===== src/rtl/semafor_port_master.sv =====
// Bit-memory / semaphore port master: one CPU command at a time,
// waits on WT with a bounded timeout, returns ACK/ERR and a read bit.
module semafor_port_master #(
   parameter int TMO_CYC = 200,
   parameter int ADR_W   = 12
) (
   input  logic             CLK,
   input  logic             CLR,
   input  logic             REQ,
   input  logic             CMD_WR,
   input  logic [ADR_W-1:0] CMD_ADR,
   input  logic             CMD_DI,
   input  logic             CMD_REL,
   output logic             BUSY,
   output logic             ACK,
   output logic             RDATA,
   output logic             ERR,
   output logic [ADR_W-1:0] A,
   output logic             DI,
   output logic             WE,
   output logic             OE,
   input  logic             WT,
   input  logic             DQ
);

   typedef enum logic [1:0] {
      IDLE,
      ISSUE,
      CAPTURE,
      DONE
   } state_t;

   state_t           st;
   state_t           st_nx;
   logic             wr_q;
   logic             di_q;
   logic             abort_q;
   logic             rdata_q;
   logic [ADR_W-1:0] adr_q;
   logic [ADR_W-1:0] adr_nx;
   logic [7:0]       cnt_q;
   logic             tmo;

   assign tmo = (cnt_q == 8'(TMO_CYC - 1));

   // Semaphore reads carry the release flag on address bit 4
   always_comb begin
      adr_nx = CMD_ADR;
      if (!CMD_WR)
         adr_nx[4] = CMD_REL;
   end

   // Next-state: a grant in the limit cycle still wins over timeout
   always_comb begin
      st_nx = st;
      unique case (st)
         IDLE:    if (REQ) st_nx = ISSUE;
         ISSUE: begin
            if (WT)
               st_nx = wr_q ? DONE : CAPTURE;
            else if (tmo)
               st_nx = DONE;
         end
         CAPTURE: st_nx = DONE;
         DONE:    st_nx = IDLE;
         default: st_nx = IDLE;
      endcase
   end

   // State, latched command, wait counter, abort flag and read data
   always_ff @(posedge CLK or negedge CLR) begin
      if (!CLR) begin
         st      <= IDLE;
         wr_q    <= 1'b0;
         di_q    <= 1'b0;
         abort_q <= 1'b0;
         rdata_q <= 1'b0;
         adr_q   <= '0;
         cnt_q   <= '0;
      end else begin
         st <= st_nx;
         unique case (st)
            IDLE: begin
               if (REQ) begin
                  wr_q    <= CMD_WR;
                  di_q    <= CMD_DI;
                  adr_q   <= adr_nx;
                  cnt_q   <= '0;
                  abort_q <= 1'b0;
               end
            end
            ISSUE: begin
               if (!WT) begin
                  if (tmo)
                     abort_q <= 1'b1;
                  else
                     cnt_q <= cnt_q + 8'd1;
               end
            end
            CAPTURE: rdata_q <= DQ;
            default: ;
         endcase
      end
   end

   assign A     = adr_q;
   assign DI    = di_q;
   assign WE    = (st == ISSUE) &&  wr_q;
   assign OE    = (st == ISSUE) && !wr_q;
   assign BUSY  = (st != IDLE);
   assign ACK   = (st == DONE);
   assign ERR   = (st == DONE) && abort_q;
   assign RDATA = rdata_q;

endmodule


===== config.mk =====
export PLATFORM = sky130hd
export DESIGN_NAME = semafor_port_master
export DESIGN_NICKNAME = d
export VERILOG_FILES = /design/src/rtl/semafor_port_master.sv
export SDC_FILE = /design/constraint.sdc
export NUM_CORES = 1
export LEC_CHECK = 0
export BUFFER_PORTS_ARGS = -buffer_cell sky130_fd_sc_hd__buf_2
export CORE_UTILIZATION = 40
export DETAILED_ROUTE_END_ITERATION = 6
export GPL_ROUTABILITY_DRIVEN = 0
export GPL_TIMING_DRIVEN = 0
export PLACE_DENSITY = 0.76
export SLEW_MARGIN = 20
export SYNTH_ARGS = -nofsm -noshare
export SYNTH_HDL_FRONTEND = slang
export SYNTH_SLANG_ARGS = --single-unit

===== constraint.sdc =====
create_clock -name CLK -period 1.7 [get_ports CLK]
set_input_delay 0.17 -clock CLK [delete_from_list [all_inputs] [get_ports CLK]]
set_output_delay 0.17 -clock CLK [all_outputs]
set_load 0.05 [all_outputs]

## Word-level counts from Yosys, hierarchy flattened

Cells that the tools add are included.

| word-level totals | value |
|---|---|
| bits in registers | 26 |
| bits of input ports | 20 |
| output and inout bits | 19 |
| word-level logic and storage cells | 42 |

| cells by class | value |
|---|---|
| add/sub/neg operators | 1 |
| eq/ne operators | 9 |
| mux-type cells | 14 |
| reduce and logical (&&, ||, !) cells | 11 |

Operators by type and width:

| operator | number |
|---|---|
| $mux 8 | 3 |
| $pmux 8 s2 | 1 |
| $add 8x1->8 const B | 1 |
| $eq 8x8->1 const B | 1 |
| $ne 2x2->1 const B | 4 |
| $pmux 2 s4 | 1 |
| $reduce_and 4->1 | 2 |
| $mux 2 | 3 |
| $mux 1 | 5 |
| $eq 2x2->1 const B | 2 |
| $reduce_and 2->1 | 2 |
| $reduce_bool 2->1 | 2 |
| $logic_and 1x1->1 | 3 |
| $ne 3x3->1 const B | 1 |
| $eq 2x1->1 const B | 1 |
| $logic_not 2->1 | 1 |
| $pmux 1 s2 | 1 |
| $logic_not 1->1 | 1 |

## Logic depth before layout (Yosys ltp)

Gate-level depths: netlist (run 1).

| depth | value |
|---|---|
| depth after elaboration | 4 |
| depth in mapped cells | 7 |

## Worst setup path after synthesis (run 1)

Ideal clock, no wire load.

| timing path | value |
|---|---|
| path kind | reg-to-output |
| start point | reg st[1] |
| end point | out OE |
| arrival time | 1.699 ns |
| data required time | 1.530 ns |
| path slack | -0.169 ns |
| cell stages (with the launch flop) | 5 |
| cells stage by stage | dfrtp_1 inv_1 ha_1 clkbuf_1 nor2b_1 |

| between the ends | value |
|---|---|
| word-level cells in the longest chain between the ends | 2 |

RTL lines:

| element | line | source |
|---|---|---|
| from (decl) | 33 | `state_t st;` |
| from (signal assigned) | 81 | `st <= st_nx;` |
| $eq 2x1->1 | 109 | `assign OE = (st == ISSUE) && !wr_q;` |
| $logic_and 1x1->1 | 109 |  |
| to (decl) | 21 | `output logic OE,` |

Every way passes these cells.

## Final worst setup path (run 1)

| timing path | value |
|---|---|
| start point | reg st[1] |
| end point | reg cnt_q[7] |

| between the ends | value |
|---|---|
| word-level cells in the longest chain between the ends | 3 |
| elaborated cells between the ends (all ways) | 8 |
| classes of those cells | 4 x eq/ne; 1 x mux; 3 x reduce/logical |

RTL lines:

| element | line | source |
|---|---|---|
| $eq 2x1->1 / $logic_not 2->1 (equally long branches) | 82 | `unique case (st)` |
| $ne 2x2->1 (no line) / $reduce_bool 2->1 (equally long branches) | n/a |  |
| $reduce_and 4->1 (no line) | n/a |  |
| to (signal assigned) | 97 | `cnt_q <= cnt_q + 8'd1;` |
| to (decl) | 41 | `logic [7:0] cnt_q;` |

Parallel ways exist; a longest one is shown, timed or not.
A chain may end at the register's enable or synchronous reset.

==> results of run 1 <==
[registers in the layout, indices dropped and copies added (netlist names)]
| name | count |
|---|---|
| A | 12 |
| cnt_q | 8 |
| st | 2 |
| DI | 1 |
| RDATA | 1 |
| abort_q | 1 |
| wr_q | 1 |
[cells in the final DEF (no fill, tap or decap), types with 2 or more instances in the layout]
cell type and count:
sky130_fd_sc_hd__o21ai_0 3, sky130_fd_sc_hd__buf_4 6, sky130_fd_sc_hd__nand2b_1 3, sky130_fd_sc_hd__buf_8 2
sky130_fd_sc_hd__o211ai_1 3, sky130_fd_sc_hd__mux2i_1 3, sky130_fd_sc_hd__clkbuf_4 3, sky130_fd_sc_hd__nor2_1 3
sky130_fd_sc_hd__o311ai_1 3, sky130_fd_sc_hd__buf_2 36, sky130_fd_sc_hd__a21oi_1 4, sky130_fd_sc_hd__ha_1 2
sky130_fd_sc_hd__clkbuf_2 2, sky130_fd_sc_hd__buf_6 3, sky130_fd_sc_hd__nand3_1 7, sky130_fd_sc_hd__a211o_1 2
sky130_fd_sc_hd__dfrtp_1 23, sky130_fd_sc_hd__dfrtp_2 3, sky130_fd_sc_hd__mux2_2 14, sky130_fd_sc_hd__nand2_1 5
sky130_fd_sc_hd__ha_2 2, sky130_fd_sc_hd__inv_1 5
[per-layer routing]
| layer | share of wire [%] | wire length [µm] | vias up |
|---|---|---|---|
| li1 | - | - | 510 |
| met1 | 42 | 1240 | 535 |
| met2 | 51 | 1510 | 37 |
| met3 | 4.9 | 144 | 6 |
| met4 | 1.9 | 55 | 0 |
| met5 | 0 | 0 | - |
[through the flow]
step | TNS [ps] | hold WS, ps | worst slack [ps] | power, mW
after global placement | -1340 | 196 | -99.1 | 2.77
after detailed placement | -2340 | 200 | -164 | 2.84
after floorplan | 0 | -126 | 39.7 | 2.42
final | -116 | 72.7 | -90.4 | 3.34
after global routing | -283 | 53.4 | -117 | 3.54
after CTS | -13.4 | 60.0 | -13.4 | 3.28
[critical path, cell delays in order (launching register included)]
cell and delay, ps:
sky130_fd_sc_hd__dfrtp_1 430, sky130_fd_sc_hd__inv_2 100, sky130_fd_sc_hd__ha_4 170, sky130_fd_sc_hd__and2b_2 230
sky130_fd_sc_hd__o211ai_4 130, sky130_fd_sc_hd__o311ai_1 440, sky130_fd_sc_hd__nand3_1 150
[cell families after synthesis]
logic type / Yosys count
and+or+nand+nor: 31
DFF: 26
AOI/OAI and AO/OA: 24
muxes: 17
buffers and inverters: 10
adders and majority gates: 5
[worst max-delay path by stage]
stage               end  start  cells past startpoint
6_report       cnt_q[7]  st[1]                      6
4_1_cts        cnt_q[7]  st[1]                      6
5_1_grt        cnt_q[7]  st[1]                      6
3_3_place_gp       A[8]  st[0]                      5
2_1_floorplan  cnt_q[7]  st[1]                      6
3_5_place_dp       A[8]  st[0]                      5
[power groups by stage]
stage | clock [mW] | combinational, mW | sequential (mW)
4_1_cts | 0.323 | 1.91 | 1.05
3_3_place_gp | 0 | 1.73 | 1.04
3_5_place_dp | 0 | 1.78 | 1.06
6_report | 0.306 | 1.98 | 1.06
5_1_grt | 0.348 | 2.10 | 1.09
2_1_floorplan | 0 | 0.785 | 1.63
[layout make-up]
| class | instances | area, µm² | area share, % |
|---|---|---|---|
| flip-flops and latches | 26 | 654 | 38.1 |
| plain buffers | 4 | 36.3 | 2.11 |
| multi-input cells | 77 | 642 | 37.3 |
| well taps | 44 | 55.1 | 3.20 |
| repair buffers | 46 | 273 | 15.9 |
| inverters | 6 | 22.5 | 1.31 |
| clock buffers | 4 | 36.3 | 2.11 |
[repair_timing]
item                                    4_1_cts  5_1_grt
resized for setup                            16       10
hold endpoints to repair                     26        0
setup buffers                                 3        4
pin swaps                                     1        2
cloned                                        0        0
endpoints found under the setup margin       23       10
hold buffers                                  1        0
==> results.cfg, run 1 <==
[clocking]
cts.reportedPaths.clkPinSlew_ps = 130
clock_tree.root_cell = sky130_fd_sc_hd__clkbuf_4
tritoncts = done
cts-root-to-sink-buffers = 2
tritoncts_num_sinks = 26
cts_max_level = 1
worst_skew_pair.late_latency_ps = 310
tritoncts.num_buffers = 3

[layout]
area_delta_synth_final_pct = 32.0
final_cells = 207
drive_above_1_share_pct = 50.3
layout.cell_area.non_filler_um2 = 1720
antenna-diode-count = 0
num-nets-final = 189
final_core_util_pct = 55.9
number_of_fill_cells = 278

[timing]
min_period_over_period_pct = 105
skew_ps = 1.61
hold_viol_final = 0
setup_repair_after_global_routing_missed_its_margin = yes
setup-violations-final = 3
max_freq_mhz = 559
timing.max_slew.rel_slack_pct = 62.6
period_minus_slack_ps = 1790
final.setup.worst_slack_ps = -90.4
worst-slew-pin-transition_ps = 560
report.final.slew_viol_count = 0

[synth]
synth.lib_cells_used.distinct = 36
yosys.area_share.adder_pct = 4.80
post_synth_and_or_nand_nor_area_fraction_pct = 13.4
mappedNetlistNets = 138
synth-xor-area-share_pct = 0
synth.top_cells.by_area = sky130_fd_sc_hd__dfrtp_1 (50%), sky130_fd_sc_hd__mux2_2 (12%), sky130_fd_sc_hd__ha_1 (4.8%)
synth_enable_flop_cells = 0
synth-async-reset-ratio_pct = 100
post_synth_inst_count = 113
yosys-top-cells-count = sky130_fd_sc_hd__dfrtp_1 (26), sky130_fd_sc_hd__mux2_2 (14), sky130_fd_sc_hd__nand3_1 (7)
syn_avg_cell_area_um2 = 11.5
synthFlopType = sky130_fd_sc_hd__dfrtp_1
ys_warnings = 0
compound_gate_portion_of_the_synthesized_area_pct = 14.0
synth_top_area_share_pct = 50.0
synth_most_common_cell = sky130_fd_sc_hd__dfrtp_1
synth_top_cell_by_area = sky130_fd_sc_hd__dfrtp_1
yosys_register_bits = 26
synth_top_family_by_area = multiplexers
seq_area_frac_synth_pct = 50.0
synth.area.mux_share_pct = 14.4
synth.cell_area_um2 = 1300

[global_route]
grt_use_total_pct = 16.6
grt.overflow.total = 0
grt_antenna_before_repair = 0
first_global_vias = 1000
grt_pass1_wl_mm = 4.42
grt_max_degree = 27
busiest_layer = met2
grtUsageMet3_pct = 3.06
use_met1_pct = 21.6
gr-usage-met2_pct = 27.9

[worst_setup_path]
worst-endpoint-required_ps = 1880
timing.critical_path.from_type = register
worst_r2r_endpoint = cnt_q[7]
r2r_start = st[1]
worst-r2r-setup-slack_ps = -90
cp_class = reg2reg
cp_data_arrival_time_ps = 1980
cp_max_fo = 6
timing.critical_path.to_type = register
r2r.worst_path.cells = 6

[min_path]
whs_endpoint = A[5]
min_delay_path_depth = 2
worst_hold_startpoint = CMD_ADR[5]
hold_path_class = in2reg

[drt]
detail_route.drc_violations = 0
via_count = 1088
antenna_left = 0
totalWireLength_mm = 2.95
avgViaCountPerCell = 5.26
drt_iter0_markers = 36
drtPass1Iterations = 4
wl_per_instance_um = 14.3

[status]
status = finished, violations left
failed_checks = negative setup slack

[place]
numPlacedInstances = 195
numPortBuffers = 38
dpl-instance-area_um2 = 1550
hpwl_mm = 2.00

[pwr]
switching_share_pct = 49.4
power.leakage_nw = 0.823
net-switching-power_mw = 1.65
p_int_mw = 1.69
power.sequential.fraction_pct = 31.6
vdd_ir_drop_max_uv = 992
power.share.clock_pct = 9.2
power.density_nw_per_um2 = 1950
pwr-share-comb_pct = 59.2

[die]
start_util_pct = 42.3
die_height_um = 59.1
num_io_pins = 39
chipWidth_um = 59.1
design.core.area_um2 = 3080
design.die.area_um2 = 3490
core.rowCount = 20

[flow_run]
maxCapViolations = 0
No activity file was read; power rests on OpenSTA's default activity.
==> run 2: changes to the inputs <==
CORE_UTILIZATION = 45   (was 40)
PLACE_DENSITY = 0.83   (was 0.76)
==> run 2 against run 1 <==
  * The run still ends with negative setup slack left
  * Non-clock buffer count up 6
  * Hold slack improved by 11 ps
  * Sequential power hardly changed
  * Clock skew is essentially flat
  * Clock power decreased by 2%
  * Cell count is 3.4% lower
  * First-iteration DRC count decreased by 8.3%
  * Total power is 0.37% lower
  * Count of clock-buffer cells in the layout is the same
  * Global-route usage is 2.8 points higher
  * Combinational power about the same
  * Highest routed layer unchanged
==> results.cfg, run 2 (synthesized netlist as in run 1, its figures left out) <==
[status]
status = finished, violations left
failed_checks = negative setup slack

[worst_setup_path]
cpPeakStageDelay_ps = 520
r2r_start = st[0]
worst-r2r-setup-slack_ps = -3
r2r.worst_path.cells = 6
worst-endpoint-required_ps = 1950
cp_max_fo = 6
critical_path_buf_inv_count = 1
timing.critical_path.to_type = register
cp_class = reg2reg
worst_r2r_endpoint = cnt_q[7]
worst-path-stages = 6
crit_path_top_delay_cell = sky130_fd_sc_hd__or4_1
timing.critical_path.from_type = register
worst_path_dominant_cell_family = simple AND/OR/NAND/NOR gates
timing.critical_path.cells = buf_4, ha_4, and2b_2, o211ai_4, or4_1, nand3_1
cp_data_arrival_time_ps = 1950

[drt]
detail_route.drc_violations = 0
via_count = 1091
antenna_left = 0
drt_iter0_markers = 33
avgViaCountPerCell = 5.46
wl_per_instance_um = 14.0
totalWireLength_mm = 2.79
drtPass1Iterations = 4

[die]
start_util_pct = 47.2
chipWidth_um = 55.8
num_io_pins = 39
design.die.area_um2 = 3110
design.core.area_um2 = 2760
die_height_um = 55.8
core.rowCount = 19

[global_route]
grt_use_total_pct = 19.4
grt.overflow.total = 0
grt_max_degree = 27
first_global_vias = 1060
grt_pass1_wl_mm = 4.80
grt_antenna_before_repair = 0

[clocking]
cts.reportedPaths.clkPinSlew_ps = 130
tritoncts.num_buffers = 3
cts-root-to-sink-buffers = 2
tritoncts_num_sinks = 26
worst_skew_pair.late_latency_ps = 300
clock_tree.root_cell = sky130_fd_sc_hd__clkbuf_4
cts_max_level = 1
tritoncts = done

[timing]
final.setup.worst_slack_ps = -3.07
timing.setup.tns_ps = -5.77
skew_ps = 1.80
holdWs_ps = 83.5
max_freq_mhz = 587
min_period_over_period_pct = 100
period_minus_slack_ps = 1700
worst-slew-pin-transition_ps = 571
setup-violations-final = 2
timing.max_slew.rel_slack_pct = 61.9
report.final.slew_viol_count = 0
hold_viol_final = 0
setup_repair_after_global_routing_missed_its_margin = yes

[min_path]
worst_hold_startpoint = DQ
hold_path_class = in2reg
whs_endpoint = RDATA
min_delay_path_depth = 2

[layout]
final_core_util_pct = 62.7
antenna-diode-count = 0
drive_above_1_share_pct = 49.1
layout_commonest_cell = sky130_fd_sc_hd__buf_2
num-nets-final = 195
most-common-layout-cells = sky130_fd_sc_hd__buf_2 (37), sky130_fd_sc_hd__dfrtp_1 (25), sky130_fd_sc_hd__mux2_2 (14)
largest_reg_flops = 12
number_of_fill_cells = 218
area_delta_synth_final_pct = 32.8

[pwr]
power.density_nw_per_um2 = 1930
vdd_ir_drop_max_uv = 1850
report.power.total_mw = 3.33
power.leakage_nw = 0.851

[place]
hpwl_mm = 1.89
numPortBuffers = 38

[flow_run]
maxCapViolations = 0
## run 2: cell count changes in the layout (fill, tap and decap cells not counted), moves of 2 or more
cell	previous run	this run
sky130_fd_sc_hd__buf_4	6	13
sky130_fd_sc_hd__clkbuf_2	2	0
sky130_fd_sc_hd__dfrtp_1	23	25
sky130_fd_sc_hd__dfrtp_2	3	1
## run 2: routing by layer
layer | vias up | track usage, % | wire length [µm]
li1 | 525 | - | -
met1 | 517 | 25.6 | 1210
met2 | 47 | 33.4 | 1400
met3 | 2 | 3.49 | 166
met4 | 0 | 4.29 | 11
met5 | - | 0 | 0
## run 2: worst max path at each step
stage / startpoint / endpoint
after floorplan: st[1] / cnt_q[7]
after global placement: st[1] / cnt_q[7]
after detailed placement: st[0] / A[7]
after CTS: cnt_q[3] / cnt_q[5]
after global routing: st[0] / cnt_q[7]
final: st[0] / cnt_q[7]
## run 2: where the power goes
group	internal, mW	switching (mW)	leakage (nW)
sequential	0.869	0.160	0.323
combinational	0.715	1.29	0.507
clock	0.131	0.168	0.0210
total	1.71	1.62	0.851
## run 2: what timing repair did
action	CTS	global route
endpoints found under the setup margin	23	9
hold buffers	1	0
setup buffers	9	4
hold endpoints to repair	26	0
gates resized for setup	15	4
pin swaps	2	1
## run 2: area by class of cell
class                   count  area [µm²]  area share [%]
clock buffers               4        36.3            2.10
multi-input cells          77         631            36.5
inverters                   6        22.5            1.30
well taps                  31        38.8            2.24
repair buffers             52         310            17.9
flip-flops and latches     26         652            37.7
plain buffers               4        38.8            2.24
## run 2: through the flow
step / instance area, µm² / instances / setup slack, ps
2_1_floorplan: 1310 / 113 / 39.7
3_3_place_gp: 1530 / 182 / -97.0
3_5_place_dp: 1530 / 182 / -189
4_1_cts: 1690 / 196 / 13.4
5_1_grt: 1730 / 200 / -60.6
6_report: 1730 / 200 / -3.07
